==> config.mk <==
export PLATFORM = sky130hd
export DESIGN_NAME = mul_operand_sequencer
export DESIGN_NICKNAME = d
export VERILOG_FILES = /design/src/rtl/mul_operand_sequencer.sv
export SDC_FILE = /design/constraint.sdc
export NUM_CORES = 1
export LEC_CHECK = 0
export CORE_ASPECT_RATIO = 1.5
export CORE_MARGIN = 2
export CORE_UTILIZATION = 23
export CTS_BUF_LIST = sky130_fd_sc_hd__clkbuf_8
export CTS_CLUSTER_DIAMETER = 30
export DETAILED_ROUTE_END_ITERATION = 10
export PLACE_DENSITY = 0.41
export SLEW_MARGIN = 20
export SYNTH_ARGS = -nofsm -noshare
export SYNTH_HDL_FRONTEND = slang
export SYNTH_SLANG_ARGS = --single-unit
==> constraint.sdc <==
create_clock -name clk -period 3.5 [get_ports clk]
set_clock_uncertainty 0.15 [all_clocks]
set_input_delay 0.7 -clock clk [delete_from_list [all_inputs] [get_ports clk]]
set_output_delay 0.7 -clock clk [all_outputs]
set_load 0.01 [all_outputs]
==> src/rtl/mul_operand_sequencer.sv <==
// mul_operand_sequencer
//   Feeds operand pairs from a small FIFO into an 8x8 repeated-add multiplier.
//   It holds mul_start for at least SETTLE cycles and waits for mul_done.
//   When done arrives, it captures mul_sum and presents it on a valid/ready port.
//   If done never arrives, it aborts after TIMEOUT cycles and flags out_err.
//
// Ports
//   clk, rst_n               clock, async active-low reset
//   in_valid/in_ready        operand handshake (in_ready = FIFO not full)
//   in_a, in_b               operands
//   mul_a, mul_b, mul_start  registered multiplier drive
//   mul_done, mul_sum        multiplier status / product
//   out_valid/out_ready      result handshake
//   out_prod, out_err        captured product (0 on abort), abort flag
//   busy                     anything in flight, queued or held
//
// state   | meaning
// --------+-----------------------------------------------------------
// ST_IDLE | mul_start low; launch head of FIFO once output slot frees
// ST_WAIT | mul_start high, operands stable; wait for done or timeout
module mul_operand_sequencer #(
    parameter int DEPTH   = 4,
    parameter int SETTLE  = 2,
    parameter int TIMEOUT = 16
) (
    input  logic        clk,
    input  logic        rst_n,
    input  logic        in_valid,
    output logic        in_ready,
    input  logic [7:0]  in_a,
    input  logic [7:0]  in_b,
    output logic [7:0]  mul_a,
    output logic [7:0]  mul_b,
    output logic        mul_start,
    input  logic        mul_done,
    input  logic [15:0] mul_sum,
    output logic        out_valid,
    input  logic        out_ready,
    output logic [15:0] out_prod,
    output logic        out_err,
    output logic        busy
);

    localparam int AW = $clog2(DEPTH);
    localparam int CW = $clog2(DEPTH + 1);
    localparam logic [CW-1:0] DEPTH_C   = CW'(DEPTH);
    localparam logic [7:0]    SETTLE_C  = 8'(SETTLE);
    localparam logic [7:0]    TIMEOUT_C = 8'(TIMEOUT);

    typedef enum logic {ST_IDLE, ST_WAIT} state_t;

    state_t        state, state_nxt;
    logic [AW-1:0] wr_ptr, rd_ptr;
    logic [CW-1:0] count;
    logic [15:0]   mem [DEPTH];
    logic [7:0]    cnt;
    logic          push, launch, cap_ok, cap_err, out_free;

    assign in_ready = (count != DEPTH_C);
    assign push     = in_valid & in_ready;
    assign out_free = ~out_valid | out_ready;
    assign busy     = (state != ST_IDLE) | (count != '0) | out_valid;

    always_comb begin
        state_nxt = state;
        launch    = 1'b0;
        cap_ok    = 1'b0;
        cap_err   = 1'b0;
        case (state)
            ST_IDLE: begin
                if (count != '0 && out_free) begin
                    launch    = 1'b1;
                    state_nxt = ST_WAIT;
                end
            end
            ST_WAIT: begin
                // done wins over a timeout landing in the same cycle
                if (cnt >= SETTLE_C && mul_done) begin
                    cap_ok    = 1'b1;
                    state_nxt = ST_IDLE;
                end else if (cnt == TIMEOUT_C) begin
                    cap_err   = 1'b1;
                    state_nxt = ST_IDLE;
                end
            end
            default: state_nxt = ST_IDLE;
        endcase
    end

    always_ff @(posedge clk or negedge rst_n) begin
        if (!rst_n) begin
            state <= ST_IDLE;
        end else begin
            state <= state_nxt;
        end
    end

    // Storage needs no reset; validity is tracked by pointers and count.
    always_ff @(posedge clk) begin
        if (push) begin
            mem[wr_ptr] <= {in_a, in_b};
        end
    end

    always_ff @(posedge clk or negedge rst_n) begin
        if (!rst_n) begin
            wr_ptr <= '0;
            rd_ptr <= '0;
            count  <= '0;
        end else begin
            if (push) begin
                wr_ptr <= wr_ptr + 1'b1;
            end
            if (launch) begin
                rd_ptr <= rd_ptr + 1'b1;
            end
            case ({push, launch})
                2'b10:   count <= count + 1'b1;
                2'b01:   count <= count - 1'b1;
                default: count <= count;
            endcase
        end
    end

    always_ff @(posedge clk or negedge rst_n) begin
        if (!rst_n) begin
            mul_a     <= '0;
            mul_b     <= '0;
            mul_start <= 1'b0;
            cnt       <= '0;
        end else if (launch) begin
            {mul_a, mul_b} <= mem[rd_ptr];
            mul_start      <= 1'b1;
            cnt            <= '0;
        end else if (state == ST_WAIT) begin
            cnt <= (cnt == TIMEOUT_C) ? cnt : cnt + 8'd1;
            if (cap_ok || cap_err) begin
                mul_start <= 1'b0;
            end
        end
    end

    // A capture may coincide with the consumer taking the old result;
    // the new one simply replaces it and out_valid stays high.
    always_ff @(posedge clk or negedge rst_n) begin
        if (!rst_n) begin
            out_valid <= 1'b0;
            out_prod  <= '0;
            out_err   <= 1'b0;
        end else if (cap_ok) begin
            out_valid <= 1'b1;
            out_prod  <= mul_sum;
            out_err   <= 1'b0;
        end else if (cap_err) begin
            out_valid <= 1'b1;
            out_prod  <= '0;
            out_err   <= 1'b1;
        end else if (out_ready) begin
            out_valid <= 1'b0;
        end
    end

endmodule

# Word-level counts from Yosys, hierarchy flattened
# Memories as Yosys holds them, arrays and structs flattened. A register that Yosys moved wholly into a read port is not among the register bits.
# Index checks and enable logic that the tools add are counted.
# op_classes
add_sub_neg	5
magnitude_cmp	1
n_eq_ne	5
n_mux	26
bitwise	6
n_reduce_logical	12
# ops
cell	count
16-bit two-way mux	2
8-bit two-way mux	3
1-bit two-way mux	19
8-bit by 1-bit adder with 8-bit output (second input constant)	1
8-bit by 5-bit == test with 1-bit output (second input constant)	1
8-bit by 2-bit greater-or-equal comparator with 1-bit output (second input constant)	1
2-bit nonzero test	4
3-bit one-hot mux with 2 select lines	1
3-bit nonzero test	2
2-bit by 1-bit adder with 2-bit output (second input constant)	2
2-bit AND reduction	2
3-bit by 1-bit adder with 3-bit output (second input constant)	1
3-bit inequality test (second input constant)	1
1-bit OR	3
3-bit by 1-bit subtractor with 3-bit output (second input constant)	1
2-bit by 1-bit == test with 1-bit output (second input constant)	1
2-bit == test (second input constant)	1
1-bit logical AND	2
2-bit inequality test (second input constant)	1
1-bit inverter	2
1-bit one-hot mux with 2 select lines	1
1-bit AND	1
1-bit logical NOT	1
1-bit logical OR	1
# word_totals
reg_bits	35
mem_bits_rw	64
out_inout_bits	37
elab_cells	65
n_memories	1
# memory_table
name	depth	width	rd	rd_ports_with_merged_regs	wr	line_no	text
mem	4	16	1	1	1	55	logic [15:0] mem [DEPTH];

# Logic depth before layout (Yosys ltp)
# Gate-level depths: netlist of the first run.
# depth
word_depth	8
mapped_depth	11
depth_no_buf	10

# Least setup slack after synthesis of the first run
# Ideal clock, no wire load.
# synth_timing
path_type	in2reg
from	input out_ready
to	register count[2]
arrival_time_ns	2.505
t_required_ns	3.271
slack_ns	0.766
cell_stages	11
path_buffers	2
cell_sequence	nor2b_1 or3_1 clkbuf_1 clkinv_1 buf_2 ha_1 inv_1 fa_1 xor2_1 nor2_1 xor2_1
# synth_between
elab_chain_len	6
word_cells_on_any_way	8
cone_classes	2 x eq/ne; 3 x mux; 1 x bitwise; 2 x reduce/logical
# synth_rtl
element	line_no	text
start, declared	38	input logic out_ready,
1-bit OR *	61	assign out_free = ~out_valid | out_ready;
1-bit logical AND *	71	if (count != '0 && out_free) begin
1-bit two-way mux *	71	
1-bit two-way mux *	69	case (state)
named net launch	57	logic push, launch, cap_ok, cap_err, out_free;
2-bit by 1-bit == test with 1-bit output / 2-bit == test (equally long branches)	117	case ({push, launch})
3-bit one-hot mux with 2 select lines / 2-bit nonzero test (equally long branches)	--	
end signal, assigned	118	2'b10: count <= count + 1'b1;
end signal, assigned	119	2'b01: count <= count - 1'b1;
end signal, assigned	120	default: count <= count;
end, declared	54	logic [CW-1:0] count;
# Mark *: on every way through the listed nets, which the timed path passes. The rest lies on a longest branch.
# A chain may end at the register's enable or synchronous reset.

# Final worst setup path of the first run
# layout_timing
from	register count[0]
to	output busy
# layout_between
elab_chain_len	3
# layout_rtl
element	line_no	text
3-bit nonzero test	62	assign busy = (state != ST_IDLE) | (count != '0) | out_valid;
1-bit OR (2 in a row)	62	
end, declared	41	output logic busy
# No other way between the ends.

==> impl_metrics.env, run 1 <==
export IMPL_tightest_slew_ns=0.953
export IMPL_post_cts_resized=0
export IMPL_num_rows=63
export IMPL_synth_area_mux_share_pct=12.6
export IMPL_setup_viol=0
export IMPL_grt_ovfl_total=0
export IMPL_vias=2496
export IMPL_power_mw=5.20
export IMPL_synth_area_um2=4540
export IMPL_cts_root_buffer="clkbuf_8"
export IMPL_synth_compound_area_share_pct=4.99
export IMPL_synth_top_family_by_area="multiplexers"
export IMPL_cts_buffer_depth=2
export IMPL_core_area_um2=19500
export IMPL_yosys_area_share_simple_pct=4.85
export IMPL_final_setup_tns_ns=0
export IMPL_worst_endpoint_arrival_ns=1.76
export IMPL_slew_headroom_pct=35.7
export IMPL_powerDensity_nw_per_um2=862
export IMPL_ys_seq_area_share_pct=70.4
export IMPL_routed_wl_um=9540
export IMPL_startpoint_type="flip-flop"
export IMPL_antennaDiodeCount=0
export IMPL_max_cap_violations=0
export IMPL_grt_pass1_vias=2696
export IMPL_clkTransAtPathRegs_ns=0.08
export IMPL_r2r_cells=9
export IMPL_rr_startpoint="out_valid"
export IMPL_wl_per_cell_um=15.4
export IMPL_required_ns=2.65
export IMPL_avgSynthCellArea_um2=17.5
export IMPL_p_leak_nw=2.27
export IMPL_seq_area_um2=3200
export IMPL_post_cts_buffers=0
export IMPL_ys_warn_count=0
export IMPL_final_util_pct=30.8
export IMPL_hold_viol=0
export IMPL_cts_hold_buffers=0
export IMPL_cts_sinks=115
export IMPL_period_needed_ns=2.61
export IMPL_die_h_um=176
export IMPL_io_buffers=73
export IMPL_rsz0062_at_grt="no"
export IMPL_synth_xor_area_share_pct=2.12
export IMPL_hp_class="in2async"
export IMPL_pin_count=74
export IMPL_mostFrequentLayoutCell="clkdlybuf4s50_1"
export IMPL_drive_above_1_share_pct=25.8
export IMPL_dieWidth_um=119
export IMPL_grt_usage_pct=9.77
export IMPL_grt_max_degree=42
export IMPL_fmax_mhz=384
export IMPL_ys_types=37
export IMPL_antenna_left=0
export IMPL_viasPerCell=4.02
export IMPL_grt_pass1_wl_um=15100
export IMPL_status="complete, no violations"
export IMPL_h_tree_depth=4
export IMPL_areaGrowthSynthToFinish_pct=32.7
export IMPL_layout_common_cells="clkdlybuf4s50_1, edfxtp_1, dfrtp_1"
export IMPL_gp_congestion=0.681
export IMPL_antenna_found_initial=0
export IMPL_fin_crit_sh_pct=74.5
export IMPL_synthAdderAreaFrac_pct=2.64
export IMPL_postSynthCellCount=259
export IMPL_critPathKind="reg2out"
export IMPL_dpl_hpwl_um=6150
export IMPL_nets=394
export IMPL_die_area_um2=20900
export IMPL_cts_inserted_buffers=17
export IMPL_fillCellCount=2023
export IMPL_ys_ff_latch=115
export IMPL_cts_tree="built"
export IMPL_post_route_drc_count=0
export IMPL_drt_pass1_iterations=4
export IMPL_report_final_slew_viol_count=0
export IMPL_crit_fanout=3
export IMPL_ir_worst_vdd_mv=0.219
export IMPL_syn_nets=305
export IMPL_worstSetupEndpointType="output port"
export IMPL_clk_latency_ns=0.43
export IMPL_drt_iter0_markers=68
export IMPL_crit_start="count[0]"
export IMPL_initial_core_util_pct=23.2
export IMPL_multi_input_area_um2=1230
[kinds of logic after synthesis]
family,after synthesis
multiplexers,35
XOR/XNOR,11
AO/OA/AOI/OAI,26
buffers and inverters,22
adder cells (fa/ha/maj),9
AND/OR/NAND/NOR,41
flip-flops,115
[stage by stage]
stage               area [µm²]  hold WS [ns]  instances  setup WS, ns
floorplan                 4540         0.254        259         0.766
global placement          5580         0.319        588         0.533
detailed placement        5580         0.327        588         0.496
CTS                       6000         0.307        620         0.814
global route              6030         0.106        621         0.719
finish                    6030         0.102        621         0.894
[synthesized netlist by cell type (all sizes together)]
cell,n,area [µm²]
a21o,1,7.51
a21oi,2,10.0
a22o,16,159
and2,1,6.26
and3,5,31.3
and4,1,10.0
buf,8,56.3
clkbuf,4,15.0
clkinv,1,3.75
dfrtp,51,1280
edfxtp,64,1920
fa,1,20.0
ha,8,100
inv,9,33.8
mux2,17,191
mux2i,2,20.0
mux4,16,360
nand2,9,33.8
nand2b,1,6.26
nand3,6,30.0
nand4,1,6.26
nor2,9,33.8
nor2b,2,20.0
nor3,1,5.00
nor4,1,6.26
o211ai,1,12.5
o21ai,4,20.0
o41ai,2,17.5
or3,3,23.8
or4,1,7.51
xnor2,5,43.8
xor2,6,52.6
[path summary, 6_finish.rpt]
check | to | slack [ns]
setup / recovery | busy | 0.89
hold / removal | mul_a[1] | 0.10
setup reg to reg | count[2] | 1.20
hold reg to reg | mul_start | 0.34
max in group asynchronous | mul_a[7] | 2.38
min in group clk | mul_start | 0.34
[power breakdown]
part | switching, mW | internal, mW | leakage, nW
clock network | 0.568 | 0.708 | 0.200
logic | 0.720 | 1.02 | 0.861
registers | 0.307 | 1.87 | 1.21
total | 1.59 | 3.60 | 2.27
[final cells by class]
type | instances | share of cell area [%]
Tap cell | 260 | 5.40
Multi-Input combinational cell | 122 | 20.5
Timing Repair Buffer | 82 | 13.5
Sequential cell | 115 | 53.1
Clock buffer | 17 | 3.88
Inverter | 10 | 0.623
Clock inverter | 15 | 3.03
[registers in the layout (all words and copies together) (netlist names)]
register   count
wr_ptr         2
out_prod      16
rd_ptr         2
mul_b          8
state          1
count          3
cnt            8
mul_a          8
out_valid      1
mul_start      1
out_err        1
mem           64
[metal layers]
layer | vias up | wire length, µm | global-route usage (%)
li1 | 1160 | - | -
met1 | 1260 | 3800 | 10.8
met2 | 65 | 5150 | 16.8
met3 | 11 | 416 | 3.42
met4 | 0 | 173 | 4.46
met5 | - | 0 | 0
[worst max-delay path, cell delays in order (launching register included)]
cell and delay, ns:
dfrtp_1 0.41, nor3_1 0.32, nand2_1 0.10, clkdlybuf4s50_1 0.50
Power figures use the tool's default switching activity.
==> run 2: changes to the inputs <==
- clock period: 3.5 -> 2.7 ns (I/O delays scaled with it)
==> impl_metrics.env, run 2 (synthesis results as in run 1) <==
export IMPL_report_final_slew_viol_count=0
export IMPL_place_area_um2=5610
export IMPL_status="complete, no violations"
export IMPL_final_setup_tns_ns=0
export IMPL_initial_core_util_pct=23.2
export IMPL_path_buf_inv=1
export IMPL_drive_above_1_share_pct=26.6
export IMPL_top_usage_layer="met2"
export IMPL_nets=397
export IMPL_ir_worst_vdd_mv=0.305
export IMPL_die_area_um2=20900
export IMPL_max_cap_violations=0
export IMPL_wl_per_cell_um=15.9
export IMPL_grt_ovfl_total=0
export IMPL_final_util_pct=30.7
export IMPL_core_area_um2=19500
export IMPL_vias=2526
export IMPL_cts_hold_buffers=0
export IMPL_grt_usage_pct=10.2
export IMPL_h_tree_depth=4
export IMPL_largest_register_ffs=64
export IMPL_hold_viol=0
export IMPL_grt_max_degree=36
export IMPL_drt_iter0_markers=73
export IMPL_post_route_drc_count=0
export IMPL_tightest_slew_ns=0.898
export IMPL_dpl_hpwl_um=6350
export IMPL_slowest_delay_ns=0.49
export IMPL_worstSetupEndpointType="output port"
export IMPL_die_h_um=176
export IMPL_pin_count=74
export IMPL_io_buffers=73
export IMPL_post_cts_resized=0
export IMPL_top_regs="mem (64), out_prod (16)"
export IMPL_cp_slowest_cell="clkdlybuf4s50_1"
export IMPL_clkTransAtPathRegs_ns=0.07
export IMPL_mostFrequentLayoutCell="clkdlybuf4s50_1"
export IMPL_worst_endpoint_arrival_ns=1.71
export IMPL_placed_cells=592
export IMPL_top_register="mem"
export IMPL_layout_common_cells="clkdlybuf4s50_1, edfxtp_1, dfrtp_1"
export IMPL_rsz0062_at_grt="no"
export IMPL_holdWs_ns=0.0513
export IMPL_final_area_um2=6000
export IMPL_stdcell_count=624
export IMPL_grt_pass1_wl_um=15800
export IMPL_dieWidth_um=119
export IMPL_grtUsageMet2_pct=17.9
export IMPL_antenna_left=0
export IMPL_slew_headroom_pct=39.9
export IMPL_crit_fanout=3
export IMPL_grt_pass1_vias=2841
export IMPL_cts_inserted_buffers=17
export IMPL_gp_congestion=0.732
export IMPL_clk_latency_ns=0.43
export IMPL_cts_sinks=115
export IMPL_startpoint_type="flip-flop"
export IMPL_antennaDiodeCount=0
export IMPL_grt_util_met3_pct=3.20
export IMPL_fin_crit_sh_pct=89.0
export IMPL_cts_root_buffer="clkbuf_8"
export IMPL_r2r_slack_ns=0.36
export IMPL_cts_buffer_depth=2
export IMPL_setup_viol=0
export IMPL_num_rows=63
export IMPL_viasPerCell=4.05
export IMPL_areaGrowthSynthToFinish_pct=32.2
export IMPL_critPathKind="reg2out"
export IMPL_fmax_mhz=416
export IMPL_p_leak_nw=2.27
export IMPL_period_needed_ns=2.40
export IMPL_routed_wl_um=9930
export IMPL_path_delay_family="buffers and inverters"
export IMPL_drt_pass1_iterations=4
export IMPL_hp_class="in2async"
export IMPL_crit_chain="nor3_1 -> nand2_1 -> clkdlybuf4s50_1"
export IMPL_post_cts_buffers=0
export IMPL_grt_use_met1_pct=11.2
export IMPL_required_ns=2.01
export IMPL_antenna_found_initial=0
export IMPL_cts_tree="built"
export IMPL_powerDensity_nw_per_um2=1120
[run 2: final cells by class]
type / instances / area [µm²]
Timing Repair Buffer: 85 / 816
Clock inverter: 15 / 159
Inverter: 10 / 37.5
Fill cell: 2034 / 13500
Clock buffer: 17 / 234
Sequential cell: 115 / 3200
Tap cell: 260 / 325
Multi-Input combinational cell: 122 / 1230
[run 2: worst paths after layout]
path	start	end	depth (start not counted)
max	count[0]	busy	3
min	rst_n	out_valid	1
max reg2reg	cnt[0]	out_prod[0]	6
min reg2reg	mul_start	mul_start	1
max in group asynchronous	rst_n	mul_b[5]	2
min in group clk	mul_start	mul_start	1
[run 2: power by group]
group / switching [mW] / internal [mW]
combinational: 1.06 / 1.35
sequential: 0.296 / 2.43
clock: 0.753 / 0.827
[run 2: through the flow]
step / power, mW / setup WS [ns]
after CTS: 6.88 / 0.244
after global routing: 7.17 / 0.145
after floorplan: 4.16 / 0.126
final: 6.71 / 0.296
after global placement: 5.21 / 0.00419
after detailed placement: 5.25 / -0.0673
[run 2: metal layers]
| layer | wire length [µm] | vias to the layer above |
|---|---|---|
| met1 | 3990 | 1279 |
| met4 | 162 | 0 |
| met5 | 0 | - |
| met2 | 5320 | 69 |
| met3 | 449 | 12 |
| li1 | - | 1166 |
==> run 3: changes to the inputs <==
- REMOVE_ABC_BUFFERS: unset -> 1
==> impl_metrics.env, run 3 (synthesis results as in run 1) <==
export IMPL_post_cts_buffers=0
export IMPL_internal_power_mw=4.91
export IMPL_status="complete, no violations"
export IMPL_swShare_pct=29.1
export IMPL_drt_pass1_iterations=4
export IMPL_hold_viol=0
export IMPL_worst_endpoint_arrival_ns=1.72
export IMPL_antennaDiodeCount=0
export IMPL_period_needed_ns=2.41
export IMPL_core_area_um2=19500
export IMPL_gp_congestion=0.673
export IMPL_grt_usage_pct=9.77
export IMPL_power_switching_mw=2.01
export IMPL_r2r_cells=10
export IMPL_pin_count=74
export IMPL_cts_hold_buffers=1
export IMPL_cts_root_buffer="clkbuf_8"
export IMPL_cts_buffer_depth=2
export IMPL_nets=397
export IMPL_h_tree_depth=4
export IMPL_num_rows=63
export IMPL_crit_fanout=3
export IMPL_fin_ws_ns=0.287
export IMPL_r2r_end="count[2]"
export IMPL_drive_above_1_share_pct=25.5
export IMPL_vias=2531
export IMPL_largest_register_ffs=64
export IMPL_hp_class="reg2reg"
export IMPL_final_setup_tns_ns=0
export IMPL_report_final_slew_viol_count=0
export IMPL_dpl_hpwl_um=6040
export IMPL_required_ns=2.01
export IMPL_routed_wl_um=9510
export IMPL_r2r_slack_ns=0.41
export IMPL_worstSetupEndpointType="output port"
export IMPL_die_h_um=176
export IMPL_grt_pass1_vias=2762
export IMPL_critPathKind="reg2out"
export IMPL_cts_tree="built"
export IMPL_rsz0062_at_grt="no"
export IMPL_hp_start="mul_start"
export IMPL_slew_headroom_pct=48.2
export IMPL_io_buffers=73
export IMPL_wl_per_cell_um=15.2
export IMPL_layout_common_cells="clkdlybuf4s50_1, edfxtp_1, dfrtp_1"
export IMPL_powerDensity_nw_per_um2=1140
export IMPL_max_cap_violations=0
export IMPL_clkTransAtPathRegs_ns=0.06
export IMPL_power_mw=6.92
export IMPL_die_area_um2=20900
export IMPL_place_ws_ns=-0.0851
export IMPL_antenna_left=0
export IMPL_tightest_slew_ns=0.774
export IMPL_final_util_pct=31.1
export IMPL_final_area_um2=6080
export IMPL_clk_latency_ns=0.43
export IMPL_crit_start="count[1]"
export IMPL_grt_ovfl_total=0
export IMPL_holdWs_ns=0.327
export IMPL_drt_iter0_markers=63
export IMPL_top_register="mem"
export IMPL_p_comb_share_pct=34.5
export IMPL_post_cts_resized=0
export IMPL_areaGrowthSynthToFinish_pct=33.9
export IMPL_grt_pass1_wl_um=15300
export IMPL_grt_max_degree=52
export IMPL_dieWidth_um=119
export IMPL_mostFrequentLayoutCell="clkdlybuf4s50_1"
export IMPL_fin_crit_sh_pct=89.4
export IMPL_post_route_drc_count=0
export IMPL_cts_sinks=115
export IMPL_initial_core_util_pct=23.2
export IMPL_placed_cells=591
export IMPL_setup_viol=0
export IMPL_power_share_clock_pct=26.2
export IMPL_critPathCapture="busy"
export IMPL_antenna_found_initial=0
export IMPL_fmax_mhz=414
export IMPL_stdcell_count=624
export IMPL_seqPwrFrac_pct=39.3
export IMPL_p_leak_nw=2.31
export IMPL_top_regs="mem (64), out_prod (16)"
export IMPL_place_area_um2=5620
export IMPL_cts_inserted_buffers=17
export IMPL_ir_worst_vdd_mv=0.311
export IMPL_rr_startpoint="count[0]"
export IMPL_viasPerCell=4.06
export IMPL_startpoint_type="flip-flop"
-- run 3: changes by cell type in the layout (fill, tap and decap cells not counted) --
cell,change
clkinvlp_4,-1
bufinv_16,+3
dlygate4sd3_1,+1
inv_6,-3
clkinv_1,+1
clkbuf_8,+2
buf_12,+1
clkinv_4,-4
inv_1,+2
buf_4,-2
-- run 3: per-layer routing --
metal / track usage, % / wire length (µm)
met1: 11.2 / 4030
met2: 16.3 / 4830
met3: 3.94 / 512
met4: 3.92 / 132
met5: 0 / 0
-- run 3: area by class of cell --
| class | count | area, µm² |
|---|---|---|
| Sequential cell | 115 | 3200 |
| Tap cell | 260 | 325 |
| Multi-Input combinational cell | 122 | 1230 |
| Inverter | 10 | 37.5 |
| Clock buffer | 19 | 262 |
| Timing Repair Buffer | 85 | 831 |
| Clock inverter | 13 | 191 |
| Fill cell | 2021 | 13500 |
-- run 3: power by group through the flow --
stage / logic (mW) / registers, mW / clock network, mW
after floorplan: 1.19 / 2.89 / 0
after global placement: 2.43 / 2.76 / 0
after detailed placement: 2.46 / 2.76 / 0
after CTS: 2.47 / 2.73 / 1.88
after global routing: 2.63 / 2.79 / 1.95
final: 2.39 / 2.72 / 1.81
-- run 3: worst min-delay path by stage --
stage / endpoint / slack [ns] / cells after the start
2_1_floorplan: cnt[0] / 0.09 / 0
3_3_place_gp: mul_start / 0.31 / 1
3_5_place_dp: mul_start / 0.32 / 1
4_1_cts: mul_start / 0.33 / 1
5_1_grt: mul_start / 0.36 / 1
6_report: mul_start / 0.33 / 1
-- run 3: worst max-delay path: stages, from the launching register on --
cell and delay, ns:
dfrtp_1 0.40, nor3_1 0.32, nand2_1 0.08, clkdlybuf4s50_1 0.50
